===== config.mk =====
export PLATFORM = sky130hd
export DESIGN_NAME = vx_mem_perf_tracker
export DESIGN_NICKNAME = d
export VERILOG_FILES = /design/src/rtl/vx_mem_perf_tracker.sv
export SDC_FILE = /design/constraint.sdc
export NUM_CORES = 1
export LEC_CHECK = 0
export ABC_AREA = 1
export CAP_MARGIN = 20
export CORE_ASPECT_RATIO = 1.25
export CORE_MARGIN = 5
export CORE_UTILIZATION = 40
export CTS_BUF_LIST = sky130_fd_sc_hd__clkbuf_2
export CTS_CLUSTER_DIAMETER = 120
export DETAILED_ROUTE_END_ITERATION = 10
export PLACE_DENSITY = 0.68
export SYNTH_ARGS = -nofsm -noshare
export SYNTH_HDL_FRONTEND = slang
export SYNTH_SLANG_ARGS = --single-unit
export TNS_END_PERCENT = 100

===== constraint.sdc =====
create_clock -name clk -period 2.6 [get_ports clk]
set_input_delay 0.52 -clock clk [delete_from_list [all_inputs] [get_ports clk]]
set_output_delay 0.52 -clock clk [all_outputs]
set_load 0.02 [all_outputs]

===== src/rtl/vx_mem_perf_tracker.sv =====
// Observe-only memory performance tracker: counts read/write requests,
// outstanding-read latency, dcache bank stalls, and pending-read tracking errors.
`ifndef PERF_CTR_BITS
`define PERF_CTR_BITS 44
`endif

module vx_mem_perf_tracker #(
    parameter int CTR_BITS  = `PERF_CTR_BITS,
    parameter int NUM_BANKS = 4,
    parameter int PEND_BITS = 8
) (
    input  logic                 clk,
    input  logic                 reset,
    input  logic                 mem_req_valid,
    input  logic                 mem_req_rw,
    input  logic                 mem_req_ready,
    input  logic                 mem_rsp_valid,
    input  logic                 mem_rsp_ready,
    input  logic [NUM_BANKS-1:0] bank_stall,
    output logic [CTR_BITS-1:0]  mem_reads,
    output logic [CTR_BITS-1:0]  mem_writes,
    output logic [CTR_BITS-1:0]  mem_latency,
    output logic [CTR_BITS-1:0]  dcache_bank_stalls,
    output logic [PEND_BITS-1:0] pending_reads,
    output logic                 track_error
);

    localparam int STALL_W = $clog2(NUM_BANKS + 1);
    localparam logic [PEND_BITS-1:0] PEND_MAX = {PEND_BITS{1'b1}};

    logic                 req_fire;
    logic                 rsp_fire;
    logic                 rd_fire;
    logic                 wr_fire;
    logic [STALL_W-1:0]   stall_cnt;

    logic [CTR_BITS-1:0]  reads_q,   reads_d;
    logic [CTR_BITS-1:0]  writes_q,  writes_d;
    logic [CTR_BITS-1:0]  lat_q,     lat_d;
    logic [CTR_BITS-1:0]  stalls_q,  stalls_d;
    logic [PEND_BITS-1:0] pend_q,    pend_d;
    logic                 err_q,     err_d;

    assign req_fire = mem_req_valid & mem_req_ready;
    assign rsp_fire = mem_rsp_valid & mem_rsp_ready;
    assign rd_fire  = req_fire & ~mem_req_rw;
    assign wr_fire  = req_fire & mem_req_rw;

    always_comb begin
        stall_cnt = '0;
        for (int i = 0; i < NUM_BANKS; i++) begin
            stall_cnt = stall_cnt + STALL_W'(bank_stall[i]);
        end
    end

    always_comb begin
        reads_d  = reads_q + CTR_BITS'(rd_fire);
        writes_d = writes_q + CTR_BITS'(wr_fire);
        lat_d    = lat_q + CTR_BITS'(pend_q);
        stalls_d = stalls_q + CTR_BITS'(stall_cnt);
        pend_d   = pend_q;
        err_d    = err_q;
        // A read issued and retired in the same cycle nets to zero even at the limits.
        unique case ({rd_fire, rsp_fire})
            2'b10: begin
                if (pend_q == PEND_MAX) begin
                    err_d = 1'b1;
                end else begin
                    pend_d = pend_q + 1'b1;
                end
            end
            2'b01: begin
                if (pend_q == '0) begin
                    err_d = 1'b1;
                end else begin
                    pend_d = pend_q - 1'b1;
                end
            end
            default: pend_d = pend_q;
        endcase
    end

    always_ff @(posedge clk) begin
        if (reset) begin
            reads_q  <= '0;
            writes_q <= '0;
            lat_q    <= '0;
            stalls_q <= '0;
            pend_q   <= '0;
            err_q    <= 1'b0;
        end else begin
            reads_q  <= reads_d;
            writes_q <= writes_d;
            lat_q    <= lat_d;
            stalls_q <= stalls_d;
            pend_q   <= pend_d;
            err_q    <= err_d;
        end
    end

    assign mem_reads          = reads_q;
    assign mem_writes         = writes_q;
    assign mem_latency        = lat_q;
    assign dcache_bank_stalls = stalls_q;
    assign pending_reads      = pend_q;
    assign track_error        = err_q;

endmodule


Word level (Yosys, flattened, before mapping)
Cells that the tools add are included.

storage, ports and cells
  register bits = 185
  output and inout bits = 185
  word-level logic and storage cells = 37
  bits of input ports = 11

cells by class
  eq/ne operators = 7
  $add $sub $neg = 9
  reductions and logical operators = 4
  muxes and demuxes = 6
  bitwise gates (word level) = 5

operators with widths
  cell                 number
  $add 44x1->44        2
  $add 44x3->44        1
  $add 44x8->44        1
  $mux 8               2
  $pmux 8 s2           1
  $add 8x1->8 const B  1
  $eq 8x8->1 const B   1
  $logic_not 8->1      1
  $ne 2x2->1 const B   4
  $sub 8x1->8 const B  1
  $reduce_and 3->1     2
  $and 1x1->1          4
  $add 2x1->3          1
  $add 3x1->3          1
  $add 1x1->2          1
  $eq 2x1->1 const B   1
  $eq 2x2->1 const B   1
  $mux 1               2
  $pmux 1 s2           1
  $reduce_bool 2->1    1
  $not 1->1            1

Longest topological paths before layout
Gate-level depths: netlist of run 1.

  word-level depth = 5
  depth in mapped cells = 15
  gate-level depth less buffers = 15

Least setup slack after synthesis of run 1
Ideal clock, no wire load.

  kind = input port to flip-flop
  start = in bank_stall[0]
  end = reg stalls_q[20], in the netlist dcache_bank_stalls[20]
  path slack = -0.147 ns
  data arrival time = 2.631 ns
  buffers on the path = 0
  setup time = 0.116 ns
  required time = 2.484 ns
  cell stages on the path = 14
  path through = fa_1 inv_1 fa_1 inv_1 fa_1 nand2_2 nor2_4 nand2_4 nor2_8 nand2_4 nor2_4 nand2_1 o21ai_0 nor2_1

on the way
  longest elaborated chain between the ends = 4

RTL lines
  element               line  source
  from (decl)           19    input logic [NUM_BANKS-1:0] bank_stall,
  $add 1x1->2           52    stall_cnt = stall_cnt + STALL_W'(bank_stall[i]);
  $add 2x1->3           52
  $add 3x1->3           52
  $add 44x3->44         60    stalls_d = stalls_q + CTR_BITS'(stall_cnt);
  to (signal assigned)  95    stalls_q <= stalls_d;
  to (decl)             40    logic [CTR_BITS-1:0] stalls_q, stalls_d;

No other way between the ends.
A chain may end at the register's enable or synchronous reset.

Worst setup path after layout of run 1
  start = reg stalls_q[33], in the netlist dcache_bank_stalls[33]
  end = out dcache_bank_stalls[33]

RTL lines
  element    line  source
  to (decl)  23    output logic [CTR_BITS-1:0] dcache_bank_stalls,

No word-level cell between the ends.

==> out/results.txt, run 1 <==
The run finished with clean final reports. By count the netlist is led by nand2_1, nor2_1, inv_1. The via count of the first global-routing pass is 11651. Clock skew on the completed layout was measured at 66.9 ps. Counting along the longest clock path gives a buffer depth of 2.

The tools report the worst voltage drop across the vdd grid as 0.213 mV. The tools report the type of destination of the critical path as a primary output. In this run the remaining antenna-violating nets after routing total 0. After synthesis, the netlist uses 42 different library cells. The critical-path maximum fanout is 5, and the area added between synthesis and finish is 29.0%. In this run the power density over the cells is 387 nW/um^2. Fill cells in the final layout number 2677. In the routed design, unresolved DRC markers number 0. The count of buffering cells on the critical path with inverters included came out at 1. For this run the aggregate overflow at the end of global routing stands at 0. The die is 157 um wide. The number of warnings printed during yosys synthesis was 0; the via density per instance was 5.12.

The run gives 402 MHz as the achievable frequency. For this design the static power due to leakage is 5.00 nW. The worst hold path belongs to the class in2reg. Highest-delay cell along the critical path: clkdlybuf4s50_1.

For this run, the detailed router's first-pass iteration total came to 6. The total area inside the core boundary comes to 26700 um^2. The area of the die was 30500 um^2. The share of the clock period used by the worst path is 95.6%. In this run the tightest slew margin relative to its limit is 57.7%.

The run gives 0.925 as the global placer's final weighted congestion. The synthesized area was 10800 um^2. At the pin with the least slew margin, the transition time is 630 ps. Clock latency on the worst-skew pair, taken at its later pin, is 820 ps. The cell sitting at the root of the clock tree is a clkbuf_2. The count of mapped cells out of synthesis was 1716. The logs give 34.2% for the sequential share of the synthesized area and 0 for the number of endpoints failing setup at the final stage. Traced cell by cell, the critical path runs through clkdlybuf4s50_1.

Final layout net count: 2013. Leading area contributor after synthesis: dfxtp_1. The via count is 11954, and the final routed wirelength across all metal layers is 35200 um. The post-route minimum period came out at 2490 ps.

Among all cell types in the netlist, the one instantiated most often is nand2_1. For the worst setup path, the data required time is 2080 ps. The tools report the all-layer global routing usage as 23.0%.

The largest net degree at the start of global routing is 59. The number of enable flip-flop cells after synthesis is 0, and the total of max-cap violations is 0. In this run the biggest area consumer among cell types represents 34.2% of the synthesized area.

The height of the die is 194 um, and the signal arrival time at the worst endpoint is 1970 ps. The finished layout holds 2334 standard cells, fillers aside. During I/O placement, the number of pins put on the boundary was 196. After detailed placement, the total cell area comes to 13600 um^2. Starting DRC count in detailed routing: 622.

For the number of pins with negative max-slew slack in the final report, the log shows 0. The first global-routing pass estimated 57500 um of wire. The average footprint of a synthesized cell came out at 6.31 um^2. Counting every sink on the clock net gives 185.

The floorplan has 67 rows. The tools report the final hold violation count as 0. The setup path with the least slack is of type reg2out. The register bit total from synthesis was 185; the maximum single-stage delay on the critical path was 670 ps. After synthesis, the cell types taking the most area are dfxtp_1, nand2_1, nor2_1. For the initial antenna violation count, the log shows 1. The number of H-tree levels was 4. On the critical path the largest part of the delay comes from buffers and inverters. The proportion of layout cells with a drive suffix above 1 was 9.05%. Final design instance area without fill: 14000 um^2. The routed length per instance was 15.1 um. The number of placed instances, taps included, is 2302.

Most common flop cell mapped by yosys: dfxtp_1. STA classifies the critical path startpoint as a flop. For this configuration, the core starts out at a cell density of 40.5%.

Detailed placement finished with a half-perimeter wire length of 27800 um. The count of buffers inserted at the top-level ports came out at 195. The net count after synthesis came out at 1753. TritonCTS built the clock tree. Clock tree synthesis inserted a total of 17 buffers.

The CTS clock-pin slew for the worst setup and hold paths was 280 ps. In the synthesized netlist the async set-or-reset flop fraction comes to 0%.
[cell families (layout without fill, tap and decap cells)]
group | after synthesis | in the layout | synth area share (%)
AOI/OAI and AO/OA | 177 | 177 | 8.61
DFF | 185 | 185 | 34.2
adders and majority gates | 26 | 26 | 3.35
buffers and inverters | 236 | 508 | 8.34
and+or+nand+nor | 1058 | 1058 | 42.7
other | 0 | 1 | 0
xor gates and xnor gates | 34 | 34 | 2.75
[routing by layer]
metal | vias to the layer above | GRT usage [%] | routed length [um]
met5 | - | 0 | 0
met4 | 0 | 8.51 | 1250
met3 | 81 | 4.06 | 1920
met2 | 395 | 41.5 | 17700
met1 | 5461 | 26.8 | 14300
li1 | 6017 | - | -
[sequential cells by signal, indices dropped and copies added (netlist names)]
name	flops
dcache_bank_stalls	44
track_error	1
mem_latency	44
pending_reads	8
mem_reads	44
mem_writes	44
[worst paths after layout]
check                                                   to  slack, ps  cells past startpoint                              start
worst max-delay path                dcache_bank_stalls[33]        110                      1  dcache_bank_stalls[33]$_SDFF_PP0_
worst min-delay path             mem_writes[10]$_SDFF_PP0_        120                      2                              reset
worst max register to register  mem_latency[16]$_SDFF_PP0_        430                     11      pending_reads[0]$_SDFFE_PP0P_
worst min register to register  mem_latency[41]$_SDFF_PP0_        500                      2         mem_latency[41]$_SDFF_PP0_
[through the flow]
stage                     utilization [%]  TNS (ps)  hold slack, ps  setup slack [ps]  power [W]
after CTS                            52.1         0            33.6             0.914    0.00547
after floorplan                         -      -118             547             -83.0    0.00342
final                                52.2         0             119               114    0.00541
after global routing                 52.2     -10.7            33.9             -7.41    0.00566
after global placement               51.0    -16850             462              -520    0.00371
after detailed placement             51.0    -19430             468              -568    0.00373
[cell usage in the layout, fill, tap and decap left out, types with 6 or more instances in the layout]
cell,Yosys,routed
a21oi_1,122,122
buf_4,1,65
clkbuf_2,0,18
clkdlybuf4s50_1,0,192
dfxtp_1,185,154
dfxtp_2,0,31
ha_1,21,21
inv_1,212,210
inv_2,4,6
nand2_1,476,476
nand2_2,6,6
nand3_1,105,105
nand3_2,6,6
nand3b_1,11,11
nand4_1,49,49
nor2_1,303,303
nor2_2,8,8
nor2_4,10,10
nor3_1,60,60
o21a_1,7,7
o21ai_0,40,40
xnor2_1,8,8
xor2_1,26,26
[power breakdown]
part	internal, W	switching [W]
logic	0.000295	0.000401
clock network	0.000645	0.00109
registers	0.00291	0.0000706
total	0.00385	0.00156
[area by class of cell]
| type | instances | area [um^2] | area share [%] |
|---|---|---|---|
| multi-input cells | 1295 | 6220 | 44.6 |
| flip-flops and latches | 185 | 3740 | 26.8 |
| well taps | 345 | 432 | 3.09 |
| clock inverters | 13 | 191 | 1.37 |
| clock buffers | 18 | 90.1 | 0.645 |
| inverters | 216 | 811 | 5.80 |
| diodes | 1 | 2.50 | 0.0179 |
| repair buffers | 261 | 2470 | 17.7 |
[repair_timing]
action / in CTS / in global routing
pin swaps: 0 / 0
gates cloned: 0 / 0
setup endpoints to repair: 6 / 27
hold buffers: 0 / 0
resized for setup: 6 / 27
hold endpoints to repair: 0 / 0
setup buffers: 0 / 0
Power figures use the tool's default switching activity.
==> run 2: changes to the inputs <==
--- a/config.mk
+++ b/config.mk
@@ -13,6 +13,7 @@
 export CTS_BUF_LIST = sky130_fd_sc_hd__clkbuf_2
 export CTS_CLUSTER_DIAMETER = 120
 export DETAILED_ROUTE_END_ITERATION = 10
+export MAX_ROUTING_LAYER = met4
 export PLACE_DENSITY = 0.68
 export SYNTH_ARGS = -nofsm -noshare
 export SYNTH_HDL_FRONTEND = slang
==> run 2 against run 1 <==
Clock power is 9% lower. Flip-flop and latch count stayed put. Wire length is 1.1% higher. Critical path depth stayed put. Core utilization is 0.16 points lower. Clock-buffer cell count is 1 lower. First-iteration DRC count is 2.1% higher. Global-route usage is 0.93 points higher.
==> out/results.txt, run 2 (synthesized netlist as in run 1, its figures left out) <==
The run finished with clean final reports. The tools report the total number of placement rows as 67. For the clock share of power, the log shows 30.2%. For this design, the sink count on the clock tree is 185. For the area of the die, the log shows 30500 um^2.

The transition time of the tightest slew-check pin came out at 730 ps. The critical path starts at dcache_bank_stalls[32]$_SDFF_PP0_. At the worst endpoint, the required time is 2080 ps.

The kind of cell with the highest combined delay along the critical path is buffers and inverters. The pre-antenna-repair detailed-routing pass consisted of 7 iterations. In the layout the commonest cells are nand2_1, nor2_1, inv_1, clkdlybuf4s50_1, dfxtp_1. The logs give 0.00526 W for the power consumption and 6220 um^2 for the multi-input logic area.

The number of antenna-violating nets in the routed design was 0; the number of hold-repair buffers added at the cts stage was 0. The signal arrival time at the worst endpoint is 1980 ps, and the final layout net count is 2008. In this run switching power makes up 30.3% of total power.

At the end of routability-driven placement, the weighted congestion stood at 0.929. Global routing consumed, over all layers together, 23.9% of the routing resources. From synthesis to final layout, the design area changed by 28.6%. The destination of the critical timing path was dcache_bank_stalls[32]. Terminus of the critical flop-to-flop path: mem_latency[16]$_SDFF_PP0_. Power density over cell area: 377 nW/um^2. The tools report the initial antenna violation count as 1. The worst setup path is launched from a flop. Setup repair after global routing left no endpoint under its margin. The first global-routing pass estimated 57800 um of wire. The run gives 51.0% as the relative slew slack. The floorplan step set the die width to 157 um.

On the final layout, the worst clock skew is 46.3 ps. Final design instance area without fill: 13900 um^2. Wires add up to 35500 um. The tools report the type of destination of the critical path as a primary output. After global routing the overflow that remains totals 0.

For this design the static power due to leakage is 4.99 nW. The tree is rooted in a clkbuf_2. The logs give 0 for the number of pins with negative max-slew slack in the final report and 2 for the maximum clock insertion buffer count. The count of buffers inserted at the top-level ports works out to 195. The share of power burned in registers was 56.7%. After detailed routing, the number of vias per cell comes to 5.11.

Setup violations remaining at the end of the flow were counted as 0. The run gives 11633 as the via count of the first global-routing pass. For the cell internal power dissipation, the log shows 0.00366 W. The total placed instance area came out at 13600 um^2.

TritonCTS built the clock tree. CTS clock-pin slew for the worst setup and hold paths: 290 ps. The critical path is of the reg2out type. After detailed routing, the average wire length per cell comes to 15.3 um. For the top-level port count, the log shows 196. The final hold violation count is 0.

Among all stages on the critical path, the largest delay is contributed by clkdlybuf4s50_1. Summing all flip-flop and latch instances after layout gives 3770 um^2. For the worst-skew pair, the clock arrives at the later sink with an insertion delay of 830 ps. VDD sags by at most 0.250 mV. The logs give 52.1% for the final core utilization and 13.1% for the power share of the combinational group. Entering global routing, the biggest net connects 128 pins. The aggregate negative setup slack is 0 ps, and the maximum single-stage delay on the critical path is 650 ps. In this run, the number of DRC markers left after iteration 0 of detailed routing was 635. Of the cells placed in the final design, the portion with a size suffix greater than 1 is 10.1%.

The non-filler instance count after layout was 2329. In this run the critical register-to-register path is launched from pending_reads[0]$_SDFFE_PP0P_. Of all nets on the critical path, the largest fanout is 4. The cell count along the critical path came out at 1. Traced cell by cell, the critical path runs through clkdlybuf4s50_1.

The total of max-cap violations is 0. In the finished design, the share of the clock period the worst path needs comes to 96.1%. The instance count after placement with tap cells included was 2297; the number of CTS-inserted buffers was 17.

The total area inside the core boundary comes to 26700 um^2. Measured along the y axis, the die boundary spans 194 um. The worst register-to-register path has a setup slack of 370 ps.

The clock period could shrink to 2500 ps. The achievable frequency was 400 MHz. The tools report the count of fill cells added during filler insertion as 2713.

The min-delay analysis places its worst path in the category in2reg. For this run, design rule violations remaining after detail routing come to 0. The logs give 0.00159 W for the net switching power and 28000 um for the HPWL after detailed placement.

Across all layers, the routed design uses 11907 vias. Count of buffering cells on the critical path with inverters included: 1. For the initial standard-cell utilization of the core, the log shows 40.5%. The number of H-tree levels is 4. The cell count of the worst reg-to-reg path came out at 11. The library cell used most frequently in the layout, excluding fill and tap cells, is nand2_1.
==> run 2: cell count changes in the layout (fill, tap and decap cells not counted), sizes merged <==
| cell | before | now |
|---|---|---|
| buf | 67 | 62 |
| inv | 221 | 223 |
| clkinv | 2 | 1 |
| dlymetal6s2s | 2 | 3 |
| dlygate4sd2 | 0 | 2 |
| bufinv | 4 | 2 |
| clkbuf | 18 | 17 |
| clkdlybuf4s50 | 192 | 189 |
| clkinvlp | 2 | 4 |
==> run 2: final cells by class <==
class,instances,share of cell area (%)
Clock inverter,14,1.16
Timing Repair Buffer,256,17.5
Antenna cell,1,0.0180
Multi-Input combinational cell,1295,44.7
Sequential cell,185,27.1
Tap cell,345,3.10
Clock buffer,17,0.611
Inverter,216,5.82
==> run 2: worst min-delay path by stage <==
| stage | startpoint | end | slack, ps | cells after the start |
|---|---|---|---|---|
| 3_3_place_gp | mem_latency[41]$_SDFF_PP0_ | mem_latency[41]$_SDFF_PP0_ | 460 | 2 |
| 5_1_grt | reset | mem_writes[13]$_SDFF_PP0_ | 90 | 5 |
| 4_1_cts | reset | mem_reads[37]$_SDFF_PP0_ | 120 | 5 |
| 2_1_floorplan | dcache_bank_stalls[8]$_SDFF_PP0_ | dcache_bank_stalls[8]$_SDFF_PP0_ | 550 | 1 |
| 3_5_place_dp | mem_latency[41]$_SDFF_PP0_ | mem_latency[41]$_SDFF_PP0_ | 470 | 2 |
| 6_report | reset | mem_writes[13]$_SDFF_PP0_ | 160 | 5 |
==> run 2: timing repair <==
item,4_1_cts,5_1_grt
setup endpoints to repair,12,48
resized for setup,12,48
setup buffers,0,0
==> run 2: through the flow <==
stage               hold slack, ps  setup WS [ps]
CTS                            118           2.92
floorplan                      547          -83.0
global placement               462           -537
finish                         163            101
detailed placement             469           -570
global route                  92.3          0.378
==> run 2: power groups by stage <==
stage               Sequential (W)  Combinational, W  Clock, W
floorplan                  0.00308          0.000343         0
global placement           0.00303          0.000676         0
detailed placement         0.00303          0.000692         0
CTS                        0.00298          0.000695   0.00164
global route               0.00299          0.000768   0.00175
finish                     0.00298          0.000689   0.00158
==> run 2: metal layers <==
layer	global-route usage [%]	routed length, um	part of all wire (%)
met5	-	0	0
met2	41.9	18000	51
met3	3.37	1720	4.8
met1	27.3	14500	41
met4	9.34	1390	3.9
